--- src/rtl/tohost_monitor.sv ---
// Multi-channel tohost completion monitor: latches per-channel finish/fail status,
// the lowest-index failure, a saturating run-cycle count and an optional timeout verdict.
module tohost_monitor #(
    parameter int NUM_CH       = 1,
    parameter int XLEN         = 32,
    parameter int CNT_W        = 32,
    parameter int STOP_ON_FAIL = 0,
    localparam int CH_W        = (NUM_CH > 1) ? $clog2(NUM_CH) : 1
) (
    input  logic                     clk,
    input  logic                     rst_n,
    input  logic                     start,
    input  logic [CNT_W-1:0]         timeout_limit,
    input  logic [NUM_CH-1:0]        tohost_we,
    input  logic [NUM_CH*XLEN-1:0]   tohost_wdata,
    output logic                     busy,
    output logic                     done,
    output logic                     pass,
    output logic                     timed_out,
    output logic [NUM_CH-1:0]        fin_mask,
    output logic [NUM_CH-1:0]        fail_mask,
    output logic [CH_W-1:0]          fail_ch,
    output logic [XLEN-2:0]          fail_code,
    output logic [CNT_W-1:0]         cycles
);

    typedef enum logic [1:0] {IDLE, RUN, DONE} state_t;

    state_t              state_q, state_d;
    logic [CNT_W-1:0]    limit_q;
    logic [CNT_W-1:0]    cyc_inc, cyc_d;
    logic [NUM_CH-1:0]   fin_d, fail_d;
    logic [CH_W-1:0]     ch_d;
    logic [XLEN-2:0]     code_d;
    logic                pass_d, tmo_d;
    logic                found, complete, expire;

    assign busy = (state_q == RUN);
    assign done = (state_q == DONE);

    always_comb begin
        state_d  = state_q;
        fin_d    = fin_mask;
        fail_d   = fail_mask;
        ch_d     = fail_ch;
        code_d   = fail_code;
        cyc_d    = cycles;
        pass_d   = pass;
        tmo_d    = timed_out;
        found    = 1'b0;
        complete = 1'b0;
        expire   = 1'b0;
        cyc_inc  = (cycles == '1) ? cycles : cycles + 1'b1;

        unique case (state_q)
            IDLE, DONE: begin
                if (start) begin
                    state_d = RUN;
                    fin_d   = '0;
                    fail_d  = '0;
                    ch_d    = '0;
                    code_d  = '0;
                    cyc_d   = '0;
                    pass_d  = 1'b0;
                    tmo_d   = 1'b0;
                end
            end
            RUN: begin
                cyc_d = cyc_inc;
                for (int i = 0; i < NUM_CH; i++) begin
                    if (tohost_we[i] && tohost_wdata[i*XLEN] && !fin_mask[i]) begin
                        fin_d[i]  = 1'b1;
                        fail_d[i] = |tohost_wdata[i*XLEN+1 +: XLEN-1];
                    end
                end
                // The lowest failing index only ever moves down; an already-known
                // failure keeps its latched code, a new one takes this cycle's data.
                for (int i = 0; i < NUM_CH; i++) begin
                    if (fail_d[i] && !found) begin
                        found = 1'b1;
                        if (!fail_mask[i]) begin
                            ch_d   = CH_W'(i);
                            code_d = tohost_wdata[i*XLEN+1 +: XLEN-1];
                        end
                    end
                end
                complete = (&fin_d) || ((STOP_ON_FAIL != 0) && (|fail_d));
                expire   = (limit_q != '0) && (cyc_inc == limit_q) && !complete;
                if (complete || expire) begin
                    state_d = DONE;
                    tmo_d   = expire;
                    pass_d  = (fail_d == '0) && !expire;
                end
            end
            default: state_d = IDLE;
        endcase
    end

    always_ff @(posedge clk or negedge rst_n) begin
        if (!rst_n) begin
            state_q   <= IDLE;
            fin_mask  <= '0;
            fail_mask <= '0;
            fail_ch   <= '0;
            fail_code <= '0;
            cycles    <= '0;
            pass      <= 1'b0;
            timed_out <= 1'b0;
        end else begin
            state_q   <= state_d;
            fin_mask  <= fin_d;
            fail_mask <= fail_d;
            fail_ch   <= ch_d;
            fail_code <= code_d;
            cycles    <= cyc_d;
            pass      <= pass_d;
            timed_out <= tmo_d;
        end
    end

    // Budget is only consulted in RUN, which is always entered through this load.
    always_ff @(posedge clk) begin
        if (start && (state_q != RUN))
            limit_q <= timeout_limit;
    end

endmodule
--- config.mk ---
export PLATFORM = sky130hd
export DESIGN_NAME = tohost_monitor
export DESIGN_NICKNAME = d
export VERILOG_FILES = /design/src/rtl/tohost_monitor.sv
export SDC_FILE = /design/constraint.sdc
export NUM_CORES = 1
export LEC_CHECK = 0
export BUFFER_PORTS_ARGS = -buffer_cell sky130_fd_sc_hd__buf_2
export CAP_MARGIN = 5
export CORE_ASPECT_RATIO = 1.75
export CORE_MARGIN = 5
export CORE_UTILIZATION = 59
export CTS_BUF_LIST = sky130_fd_sc_hd__clkbuf_16
export DETAILED_ROUTE_END_ITERATION = 6
export GPL_TIMING_DRIVEN = 0
export PLACE_DENSITY_LB_ADDON = 0.15
export SLEW_MARGIN = 10
export SYNTH_ARGS = -nofsm -noshare
export SYNTH_HDL_FRONTEND = slang
export SYNTH_SLANG_ARGS = --single-unit
export TNS_END_PERCENT = 50
--- constraint.sdc ---
create_clock -name clk -period 4.96 [get_ports clk]
set_clock_uncertainty 0.1 [all_clocks]
set_input_delay 0.992 -clock clk [delete_from_list [all_inputs] [get_ports clk]]
set_output_delay 0.992 -clock clk [all_outputs]
set_load 0.01 [all_outputs]
**After elaboration in Yosys (flattened, before gate mapping)**

Cells that the tools add are included.

- Flip-flop bits (word level): 102
- Output and inout bits: 70
- Word-level logic and storage cells: 63

- Muxes and demuxes: 24
- Bitwise operators: 1
- Reductions and logical operators: 19
- Equal/unequal tests: 9
- Add/subtract/negate cells: 1

Operators with widths:

| kind | count |
|---|---|
| two-way mux 31 bit | 3 |
| two-way mux 32 bit | 2 |
| one-hot mux 32 bit (2 select lines) | 1 |
| one-hot mux 31 bit (2 select lines) | 1 |
| adder 32 x 1 -> 32 bit (second input constant) | 1 |
| equality test 32 bit | 1 |
| equality test 32 bit (second input constant) | 1 |
| nonzero test 32 bit | 1 |
| OR reduction 31 bit | 1 |
| one-hot mux 1 bit (2 select lines) | 5 |
| two-way mux 1 bit | 9 |
| logical AND 1 bit | 6 |
| != test 2 x 1 -> 1 bit (second input constant) | 3 |
| two-way mux 2 bit | 2 |
| != test 2 bit (second input constant) | 2 |
| one-hot mux 2 bit (2 select lines) | 1 |
| AND reduction 2 bit | 2 |
| AND reduction 4 bit | 1 |
| zero test 1 bit | 3 |
| AND reduction 3 bit | 1 |
| equality test 2 x 1 -> 1 bit (second input constant) | 1 |
| equality test 2 bit (second input constant) | 1 |
| zero test 2 bit | 1 |
| nonzero test 2 bit | 1 |
| 3 further kinds | 3 |

**Depth between registers and ports, before layout**

- Depth after elaboration: 10
- Depth in mapped cells: 11
- Gate-level depth less buffers: 9

**Worst setup path after synthesis**

No wires, ideal clock.

- Path type: flip-flop to flip-flop
- Start: register state_q[0]
- End: register limit_q[0], enable pin
- Path buffers: 3
- Period minus slack after synthesis: 3,125 ps
- Setup slack: 1,835 ps
- Data required time: 4,439 ps
- Setup time: 421 ps
- Data arrival time: 2,604 ps
- Cell stages (with the launch flop): 7
- Cells stage by stage: dfrtp_1 -> nand2b_1 -> clkbuf_1 -> inv_1 -> clkbuf_1 -> buf_1 -> nor2_1

- Longest elaborated chain between the ends: 2

RTL lines:

| what | line | text |
|---|---|---|
| start: declaration | 29 | `state_t state_q, state_d;` |
| start signal: assignment | 110 | `state_q <= state_d;` |
| != test 2 x 1 -> 1 bit | 123 | `if (start && (state_q != RUN))` |
| logical AND 1 bit | 123 |  |
| end signal: assignment | 124 | `limit_q <= timeout_limit;` |
| end: declaration | 30 | `logic [CNT_W-1:0] limit_q;` |

No other way between the ends.
A chain may end at the register's enable or synchronous reset.

**Worst setup path in the final report**

- Start: register cycles[24]
- End: register pass

- Longest elaborated chain between the ends: 9

RTL lines:

| what | line | text |
|---|---|---|
| start: declaration | 24 | `output logic [CNT_W-1:0] cycles` |
| start signal: assignment | 115 | `cycles <= cyc_d;` |
| adder 32 x 1 -> 32 bit / equality test 32 bit (equally long branches) | 53 | `cyc_inc = (cycles == '1) ? cycles : cycles + 1'b1;` |
| two-way mux 32 bit (*) | 53 |  |
| equality test 32 bit (*) | 88 | `expire = (limit_q != '0) && (cyc_inc == limit_q) && !complete;` |
| logical AND 1 bit (*) (2 in series) | 88 |  |
| zero test 1 bit | 92 | `pass_d = (fail_d == '0) && !expire;` |
| logical AND 1 bit | 92 |  |
| two-way mux 1 bit | 89 | `if (complete \|\| expire) begin` |
| one-hot mux 1 bit (2 select lines) | 55 | `unique case (state_q)` |
| end signal: assignment | 116 | `pass <= pass_d;` |
| end: declaration | 18 | `output logic pass,` |

Every way passes the cells marked *; elsewhere a longest branch is shown, timed or not. The select of a mux whose other input is x is not followed.

==> impl_results.md <==
* Status: finished, violations left
* Failing checks: DRC
* YS warnings at 0
* Setup repair bufs after CTS at 0
* Arrival time worst endpoint at 4.37 ns
* Cell Rows at 49
* Worst vdd ir at 321 uV
* Starting density of the core at 59.9%
* Syn_nets at 743
* Initial antenna violation count at 0
* Dpl hpwl at 17500 microns
* First-pass GRT wire length at 35100 microns
* DRC viols at 1
* Metal-1 WL at 7480 microns
* Yosys reg bits at 101
* Drt total wl at 22700 microns
* R2R depth at 10
* Via Count at 6381
* # Max-Cap Violations at 0
* Synth Cell Area at 6090 sq um
* Top sig layer: met4
* CTS Hold Bufs at 0
* DR WL/cell at 23.8 microns
* Total GRT Usage at 37.1%
* Die X at 86.8 microns
* RePlAce Congestion at 1.05
* FFs w/ async S/R, synth at 68.3%
* Initial DRC count at 666
* Met2 wire length at 11500 microns
* Hold Vio Cnt, Final at 0
* CTS resizes at 0
* CTS tree: yes
* Vias in the first global route at 6471
* Pwr Total at 3.12 mW
* Num Clock Sinks at 101
* Port Buffers at 136
* Top-area cell type share of the netlist area at 28.3%
* Nets@finish at 892
* CP startpoint kind: flip-flop
* CP max FO at 10
* Register clock-pin slew on the reported worst setup and hold paths at 0.08 ns
* CTS Root Cell: clkbuf_16
* Fraction of layout cells with a size suffix above 1 at 23.9%
* Top cells by area, synth: dfrtp_1, edfxtp_1, o21ai_0
* Largest net degree at the start of global routing at 53
* Num ports at 138
* Core ar. at 10200 sq um
* Post-synthesis sequential area ratio at 44.1%
* Synth Flop Type: dfrtp_1
* Fmax at 235 MHz
* Clock latency on the worst-skew pair at 0.35 ns
* GR Overflow Total at 0
* Cells after Synth at 674
* Ant diodes at 0
* PwrDens at 428 nW/um^2
* Metal3 WL at 1970 microns
* Data required, critical path at 5.07 ns
* DR pass1 iterations at 7
* Minimum clock period at 4.26 ns
* Die height at 144 microns
* Fin crit share at 85.8%
* LEAKAGE at 3.07 nW
* Clock buffer count from CTS at 9
* Kind of critical path: reg -> reg
* Max H-tree Level at 3
* Antenna Violating Nets Remaining at 0
* Worst slew pin tran at 0.878 ns
* Final Max Tran Viols at 0
* Post-synth cell types at 80
* Die ar. at 12500 sq um
* Relative slew slack at 41.0%
* WHS Path Cells at 2
* Fill cells at 795
* Area grow syn2layout at 19.5%
* Setup TNS at 0 ns
* Setup violators final at 0
* CTS Buffer Depth at 2
* EDFF count, synth at 32
* Synth area leader: dfrtp_1
* Unrepaired setup endpoints after global routing: false
* Critical Path Sink Type: flip-flop
* Syn avg cell area at 9.04 sq um
* Worst hold path type: reg -> reg
* Vias/cell at 6.68
-- cell type report --
cell class | instances | area [sq um] | area share [%]
inverters | 41 | 154 | 2.11
well taps | 127 | 159 | 2.18
multi-input cells | 481 | 3020 | 41.5
plain buffers | 51 | 238 | 3.27
clock inverters | 7 | 56.3 | 0.773
repair buffers | 138 | 738 | 10.1
clock buffers | 9 | 225 | 3.09
flip-flops and latches | 101 | 2690 | 36.9
-- flip-flops by register name (all words and copies together), names as in the netlist --
register / cells
state_q: 2
fail_code: 31
fail_mask: 1
cycles: 32
limit_q: 32
pass: 1
fin_mask: 1
timed_out: 1
-- metal layers --
layer	global-route usage [%]	vias up
li1	-	2801
met4	26.8	0
met5	0	-
met3	7.98	131
met2	63.8	458
met1	39.4	2991
-- synthesized netlist by cell type (10+ instances only) --
| cell | n |
|---|---|
| nor4_1 | 21 |
| nand2_1 | 44 |
| o21ai_0 | 76 |
| xnor2_1 | 28 |
| nand4_1 | 26 |
| xor2_1 | 15 |
| nor2_1 | 34 |
| a31oi_1 | 10 |
| buf_2 | 18 |
| inv_1 | 41 |
| edfxtp_1 | 32 |
| dfrtp_1 | 69 |
| o31ai_1 | 12 |
| clkbuf_1 | 26 |
| a21oi_1 | 29 |
| nand3_1 | 52 |
-- worst max-delay path, stage by stage, from the launching register on --
cell and delay, ns:
dfrtp_1 0.37, clkbuf_1 0.32, nand4_1 0.31, nor2_1 0.64, clkbuf_1 0.52, nand4_1 0.21
o211ai_1 0.21, nand4_1 0.22, or4_1 0.60, nor4_2 0.47, o31ai_1 0.12
-- power by group --
| part | switching, mW | internal [mW] | total [mW] | leakage [nW] |
|---|---|---|---|---|
| registers | 0.131 | 1.04 | 1.17 | 1.24 |
| clock network | 0.347 | 0.349 | 0.695 | 0.132 |
| logic | 0.856 | 0.396 | 1.25 | 1.71 |
| total | 1.33 | 1.78 | 3.12 | 3.07 |
-- cells by family (layout without fill, tap and decap cells) --
family | count (synthesis) | in the layout | synth area share, %
AOI/OAI and AO/OA | 182 | 182 | 19.0
xor gates and xnor gates | 43 | 43 | 6.18
adders and majority gates | 1 | 1 | 0.205
buffers and inverters | 92 | 246 | 6.43
DFF | 101 | 101 | 44.1
muxes | 4 | 4 | 0.657
other | 1 | 1 | 0.0615
and+or+nand+nor | 250 | 250 | 23.4
-- worst paths after layout --
check	end	startpoint	slack, ns
setup / recovery	pass	cycles[24]	0.70
hold / removal	timed_out	timed_out	0.41
setup reg to reg	pass	cycles[24]	0.70
hold reg to reg	timed_out	timed_out	0.41
max in group asynchronous	cycles[1]	rst_n	3.77
min in group asynchronous	cycles[23]	rst_n	0.42
-- cell usage in the layout (no fill, tap or decap), drive strengths merged, types with 3 or more instances in the layout --
cell and n:
nor4 23, or3 9, a211oi 3, mux2i 4
a21oi 29, clkbuf 36, inv 45, nand2 44
nor2b 5, o41ai 5, o31ai 12, nor2 35
and4 7, buf 162, nor3 9, and3 5
a31oi 10, a211o 3, edfxtp 32, nand2b 9
a31o 3, a311oi 5, or4 6, dfrtp 69
o21bai 3, o211ai 3, xor2 15, xnor2 28
nand4 27, and2 8, o21ai 79, nand3 54
-- per-stage QoR --
step / worst slack [ns] / utilization, % / cell area (sq um) / hold WS (ns) / std cells
after floorplan: 1.84 / - / 6090 / 0.417 / 674
after global placement: 0.860 / 68.1 / 6930 / 0.371 / 937
after detailed placement: 0.978 / 68.8 / 7000 / 0.397 / 939
after CTS: 0.919 / 71.5 / 7280 / 0.414 / 955
after global routing: 0.692 / 71.5 / 7280 / 0.432 / 955
final: 0.705 / 71.5 / 7280 / 0.415 / 955
(Power assumes the default switching activity.)
